[src/rtl/keypad_if.sv]
// Keypad scanner signal bundle: matrix rows/columns plus the decoded key outputs.
// The master side is the scanner; the slave side is the keypad matrix and its consumer.
interface keypad_if;
  logic [3:0] row_in;
  logic [3:0] col_out;
  logic [3:0] key_code;
  logic       key_valid;
  logic       key_held;

  modport master (
    input  row_in,
    output col_out,
    output key_code,
    output key_valid,
    output key_held
  );

  modport slave (
    output row_in,
    input  col_out,
    input  key_code,
    input  key_valid,
    input  key_held
  );
endinterface

[src/rtl/keypad_scanner.sv]
// 4x4 active-low matrix keypad scanner with one shared debounce counter.
// Emits a one-cycle strobe and a row*4+col code per debounced press.
module keypad_scanner #(
  parameter int unsigned SETTLE_CYCLES = 15,
  parameter int unsigned DB_CYCLES     = 999999
) (
  input  logic     clk,
  input  logic     rst_n,
  keypad_if.master kp
);

  typedef enum logic [1:0] {
    ST_SCAN,
    ST_DEBOUNCE,
    ST_HELD,
    ST_RELEASE
  } state_t;

  localparam logic [7:0]  SETTLE_LAST = 8'(SETTLE_CYCLES);
  localparam logic [26:0] DB_LAST     = 27'(DB_CYCLES);

  logic [3:0]  r_sync1;
  logic [3:0]  r_rs;
  state_t      r_state;
  logic [1:0]  r_col;
  logic [7:0]  r_settle_cnt;
  logic [26:0] r_db_cnt;
  logic [1:0]  r_cap_row;
  logic [3:0]  r_col_out;
  logic [3:0]  r_key_code;
  logic        r_key_valid;
  logic        r_key_held;

  state_t      w_state_nxt;
  logic [1:0]  w_col_nxt;
  logic [7:0]  w_settle_nxt;
  logic [26:0] w_db_nxt;
  logic [1:0]  w_cap_nxt;
  logic [3:0]  w_code_nxt;
  logic        w_valid_nxt;
  logic        w_held_nxt;
  logic        w_idle;
  logic [1:0]  w_low_row;

  function automatic logic [1:0] f_low_row(input logic [3:0] v);
    logic [1:0] idx;
    idx = 2'd0;
    if (!v[0])      idx = 2'd0;
    else if (!v[1]) idx = 2'd1;
    else if (!v[2]) idx = 2'd2;
    else if (!v[3]) idx = 2'd3;
    return idx;
  endfunction

  always_ff @(posedge clk or negedge rst_n) begin
    if (!rst_n) begin
      r_sync1 <= '1;
      r_rs    <= '1;
    end else begin
      r_sync1 <= kp.row_in;
      r_rs    <= r_sync1;
    end
  end

  assign w_idle    = (r_rs == 4'hF);
  assign w_low_row = f_low_row(r_rs);

  // A row-index change (not just any bit change) restarts debounce, so a second
  // key in the same column below the captured one does not disturb it.
  always_comb begin
    w_state_nxt  = r_state;
    w_col_nxt    = r_col;
    w_settle_nxt = r_settle_cnt;
    w_db_nxt     = r_db_cnt;
    w_cap_nxt    = r_cap_row;
    w_code_nxt   = r_key_code;
    w_valid_nxt  = 1'b0;
    w_held_nxt   = r_key_held;
    case (r_state)
      ST_SCAN: begin
        if (r_settle_cnt == SETTLE_LAST) begin
          if (w_idle) begin
            w_col_nxt    = r_col + 2'd1;
            w_settle_nxt = '0;
          end else begin
            w_cap_nxt   = w_low_row;
            w_db_nxt    = '0;
            w_state_nxt = ST_DEBOUNCE;
          end
        end else begin
          w_settle_nxt = r_settle_cnt + 8'd1;
        end
      end
      ST_DEBOUNCE: begin
        if (w_idle) begin
          w_state_nxt  = ST_SCAN;
          w_col_nxt    = r_col + 2'd1;
          w_settle_nxt = '0;
        end else if (w_low_row != r_cap_row) begin
          w_cap_nxt = w_low_row;
          w_db_nxt  = '0;
        end else if (r_db_cnt == DB_LAST) begin
          w_state_nxt = ST_HELD;
          w_code_nxt  = {r_cap_row, r_col};
          w_valid_nxt = 1'b1;
          w_held_nxt  = 1'b1;
        end else begin
          w_db_nxt = r_db_cnt + 27'd1;
        end
      end
      ST_HELD: begin
        if (w_idle) begin
          w_db_nxt    = '0;
          w_state_nxt = ST_RELEASE;
        end
      end
      ST_RELEASE: begin
        if (!w_idle) begin
          w_db_nxt    = '0;
          w_state_nxt = ST_HELD;
        end else if (r_db_cnt == DB_LAST) begin
          w_held_nxt   = 1'b0;
          w_state_nxt  = ST_SCAN;
          w_col_nxt    = r_col + 2'd1;
          w_settle_nxt = '0;
        end else begin
          w_db_nxt = r_db_cnt + 27'd1;
        end
      end
      default: w_state_nxt = ST_SCAN;
    endcase
  end

  always_ff @(posedge clk or negedge rst_n) begin
    if (!rst_n) begin
      r_state      <= ST_SCAN;
      r_col        <= '0;
      r_settle_cnt <= '0;
      r_db_cnt     <= '0;
      r_cap_row    <= '0;
      r_col_out    <= 4'b1110;
      r_key_code   <= '0;
      r_key_valid  <= 1'b0;
      r_key_held   <= 1'b0;
    end else begin
      r_state      <= w_state_nxt;
      r_col        <= w_col_nxt;
      r_settle_cnt <= w_settle_nxt;
      r_db_cnt     <= w_db_nxt;
      r_cap_row    <= w_cap_nxt;
      r_col_out    <= ~(4'b0001 << w_col_nxt);
      r_key_code   <= w_code_nxt;
      r_key_valid  <= w_valid_nxt;
      r_key_held   <= w_held_nxt;
    end
  end

  assign kp.col_out   = r_col_out;
  assign kp.key_code  = r_key_code;
  assign kp.key_valid = r_key_valid;
  assign kp.key_held  = r_key_held;

endmodule

[src/flat_wrapper.sv]
// flat-port wrapper written by rule: the top's interface ports become plain ports
module keypad_scanner_flat 
#(
  parameter int unsigned SETTLE_CYCLES = 15,
  parameter int unsigned DB_CYCLES     = 999999
)
  (clk, rst_n, kp_row_in, kp_col_out, kp_key_code, kp_key_valid, kp_key_held);
  keypad_if kp_i ();
  input  logic clk;
  input  logic rst_n;
  input wire logic [$bits(kp_i.row_in)-1:0] kp_row_in;
  output wire logic [$bits(kp_i.col_out)-1:0] kp_col_out;
  output wire logic [$bits(kp_i.key_code)-1:0] kp_key_code;
  output wire logic [$bits(kp_i.key_valid)-1:0] kp_key_valid;
  output wire logic [$bits(kp_i.key_held)-1:0] kp_key_held;
  assign kp_i.row_in = kp_row_in;
  assign kp_col_out = kp_i.col_out;
  assign kp_key_code = kp_i.key_code;
  assign kp_key_valid = kp_i.key_valid;
  assign kp_key_held = kp_i.key_held;
  keypad_scanner #(.SETTLE_CYCLES(SETTLE_CYCLES), .DB_CYCLES(DB_CYCLES)) u_core (.clk(clk), .rst_n(rst_n), .kp(kp_i));
endmodule
[config.mk]
export PLATFORM = sky130hd
export DESIGN_NAME = keypad_scanner_flat
export DESIGN_NICKNAME = d
export VERILOG_FILES = /design/src/rtl/keypad_if.sv /design/src/rtl/keypad_scanner.sv /design/src/flat_wrapper.sv
export SDC_FILE = /design/constraint.sdc
export NUM_CORES = 1
export LEC_CHECK = 0
export CELL_PAD_IN_SITES_DETAIL_PLACEMENT = 1
export CELL_PAD_IN_SITES_GLOBAL_PLACEMENT = 1
export CORE_ASPECT_RATIO = 0.5
export CORE_MARGIN = 2
export CORE_UTILIZATION = 42
export CTS_CLUSTER_SIZE = 24
export DETAILED_ROUTE_END_ITERATION = 16
export PLACE_DENSITY_LB_ADDON = 0.2
export SYNTH_ARGS = -nofsm -noshare
export SYNTH_HDL_FRONTEND = slang
export SYNTH_SLANG_ARGS = --single-unit
[constraint.sdc]
create_clock -name clk -period 2.05 [get_ports clk]
set_input_delay 0.3075 -clock clk [delete_from_list [all_inputs] [get_ports clk]]
set_output_delay 0.3075 -clock clk [all_outputs]
set_load 0.01 [all_outputs]
==> results by group <==
Run status
  • Status: finished with violations
  • Violated checks: setup timing

Clocking
  • Root buffer cell: clkbuf_16
  • TritonCTS buffer count: 9
  • Worst skew pair latency: 340 ps
  • CTS tree: done
  • CTS max path bufs: 2
  • Number of H-tree levels: 3
  • Worst-path clk slew: 60 ps
  • Clock Sinks: 59

Setup path
  • Crit path required time: 2280 ps
  • Crit path launch type: flop
  • Setup Crit Path Kind: flop to flop
  • WP data arrival: 2560 ps
  • Critical path depth: 7
  • WP buf/inv: 1
  • Crit-path slowest cell: dfstp_2
  • CP Capture Type: flop
  • Crit path largest cell delay: 590 ps
  • Crit path max-delay family: compound AO/OA/AOI/OAI gates
  • Worst-path maximum fanout: 16
  • Worst R2R Path Depth: 7
  • Crit path cell chain: nand4b_1 > a31oi_4 > or2_4 > o2111a_2 > buf_12 > a41oi_1 > a31oi_1

Yosys
  • Post-synthesis mux area share: 3.08%
  • Largest cells by area after synthesis: dfrtp_1, dfstp_2, nand2_1
  • Post-synthesis sequential area ratio: 47.6%
  • Post-synth net total: 337
  • Async SR Flop Fraction: 100%
  • Number of synthesized flops with an enable pin: 0
  • Mean Syn Cell Area: 9.51 um^2
  • Number of synthesized register bits: 59
  • Xor/xnor share of the synthesized area: 1.40%
  • Synth top area share: 38.4%
  • Post-synthesis compound-gate area fraction: 17.7%
  • Largest area contributor in the netlist: dfrtp_1
  • Cell area after synthesis: 3130 um^2
  • Main combinational cell family by area after synthesis: simple AND/OR/NAND/NOR gates
  • Post-Synth Simple-Gate Area: 26.7%
  • Adder-cell share of the synthesized area: 0.800%
  • Syn Inst Count: 329
  • Main flop type after synthesis: dfrtp_1
  • Yosys cell types: 61
  • Yosys warnings: 0

Drt
  • Drt drc: 0
  • DR WL/cell: 25.4 um
  • TritonRoute pass-1 iters: 5
  • Routed Antenna Nets: 0
  • Initial DRC count: 386
  • Final wirelength: 12700 um
  • Routed vias: 3252
  • Via-to-Cell Ratio: 6.48

Layout
  • Layout Nets: 409
  • P&R area growth vs syn: 43.7%
  • Diode count: 0
  • Layout fillers: 779
  • Layout Cells excl Fill: 502
  • Layout cells sized above 1: 36.5%

Global routing
  • Initial antenna violation count: 0
  • Largest net degree at the start of global routing: 60
  • Vias in the first global route: 3186
  • GRT Total Usage: 26.5%
  • First-pass GRT wire length: 16800 um
  • Total congestion overflow: 0

Floorplanning
  • Die width: 126 um
  • IO Count: 16
  • Std cell rows: 22
  • Full die area: 8200 um^2
  • Core ar.: 7270 um^2
  • Die height: 65.0 um
  • Starting Density: 43.1%

Timing
  • Final Max Tran Viols: 0
  • Setup Skew: 8.44 ps
  • Fin crit share: 114%
  • Hold WS: 367 ps
  • Slew at the pin closest to its max-slew limit: 422 ps
  • Endpoints failing setup: 33
  • Min cycle time layout: 2330 ps
  • Max Freq: 0.429 GHz
  • RSZ-0062 raised after global routing: yes
  • Final hold viol count: 0
  • Slew margin rel.: 71.9%
  • Worst setup margin: -281 ps

Hold path
  • HP Class: flop to flop
  • Hold Path Cell Cnt: 0

Power
  • Leakage: 0.00187 uW
  • Peak supply drop: 537 uV
  • Power density cells: 1030 nW/um^2

Place
  • GPL Wtd Cong: 0.827
  • Placed insts: 476
  • I/O Buffers: 15
  • Detailed placer's ending HPWL: 6250 um

Flow run
  • Max-Cap Viols: 0
[where the power goes]
group / leakage (uW) / internal (uW) / switching (uW)
clock network: 0.000179 / 1350 / 583
logic: 0.000928 / 523 / 682
registers: 0.000758 / 1320 / 158
total: 0.00187 / 3190 / 1420
[metal layers]
metal / global-route usage (%) / up-vias / routed length, um
li1: - / 1373 / -
met1: 32.3 / 1650 / 5110
met2: 47.0 / 168 / 6170
met3: 6.44 / 61 / 894
met4: 8.52 / 0 / 568
met5: 0 / - / 0
[final cells by class]
type / instances / area, um^2 / area share (%)
clock buffer: 10 / 239 / 5.31
timing repair buffer: 76 / 671 / 14.9
clock inverter: 6 / 136 / 3.03
inverter: 2 / 7.51 / 0.167
tap: 96 / 120 / 2.67
sequential: 59 / 1490 / 33.2
multi-input combinational: 253 / 1830 / 40.7
[Yosys cell counts, types with 4 or more instances]
cell type,n
a22o_1,4
dfrtp_1,48
nor3_1,8
and4_1,4
a21o_1,4
o21ai_0,20
mux2i_1,4
nand2_1,40
clkbuf_1,8
a21oi_1,17
nand4_1,8
dfstp_2,11
mux2_2,5
nor4_1,5
and3_1,6
nor2_1,28
nand3_1,21
a31oi_1,17
xnor2_1,4
[what timing repair did]
item / 4_1_cts / 5_1_grt
setup endpoints to repair: 34 / 40
endpoints found under the hold margin: 15 / 0
gates cloned: 0 / 2
gates resized for setup: 28 / 42
hold buffers: 1 / 0
pin swaps: 4 / 16
buffers inserted: 1 / 6
[final timing paths]
path	from	end	slack [ps]
min reg2reg	u_core.r_sync1[0]	u_core.r_rs[0]	370
max	u_core.r_rs[1]	u_core.r_db_cnt[16]	-280
min	u_core.r_sync1[0]	u_core.r_rs[0]	370
max in group asynchronous	rst_n	u_core.kp.col_out[3]	1220
min in group asynchronous	rst_n	u_core.r_settle_cnt[5]	510
max reg2reg	u_core.r_rs[1]	u_core.r_db_cnt[16]	-280
[layout by cell type, fill, tap and decap left out, drive strengths merged, types with 3 or more instances in the layout]
master	instances
dfrtp	48
or2	4
nand2	40
clkbuf	11
nor2	30
nand4	9
nand3	21
nor2b	3
a21o	4
bufinv	4
dfstp	11
nor4b	3
clkdlybuf4s50	14
mux2	5
xnor2	4
nor3	8
nor3b	3
mux2i	4
o21ai	23
nand2b	4
buf	60
a22o	4
a31oi	17
a21oi	17
and3	6
nor4	8
and4	4
[through the flow]
step	utilization, %	setup TNS [ps]	power (uW)	area (um^2)	setup WS [ps]
after floorplan	-	0	2010	3130	50.9
after global placement	51.3	-16.4	2370	3730	-5.87
after detailed placement	51.3	-937	2430	3730	-147
after CTS	57.9	-0.766	4400	4210	-0.766
after global routing	61.9	-5190	4790	4500	-337
final	61.9	-2660	4610	4500	-281
[state kept, by name, summed over array words and instances, names as in the netlist, named ones only]
register and count:
u_core.kp.col_out 4, u_core.r_settle_cnt 8, u_core.r_state 1, u_core.r_db_cnt 27, u_core.r_rs 4, u_core.kp.key_code 4
u_core.kp.key_valid 1, u_core.r_sync1 4, u_core.kp.key_held 1, u_core.r_cap_row 2, u_core.r_col 2
[cells by family after synthesis]
family                     count (synthesis)
AOI/OAI and AO/OA                         84
xor gates and xnor gates                   5
buffers and inverters                     17
muxes                                      9
and+or+nand+nor                          153
DFF                                       59
adders and majority gates                  2
No activity file was read; power rests on OpenSTA's default activity.
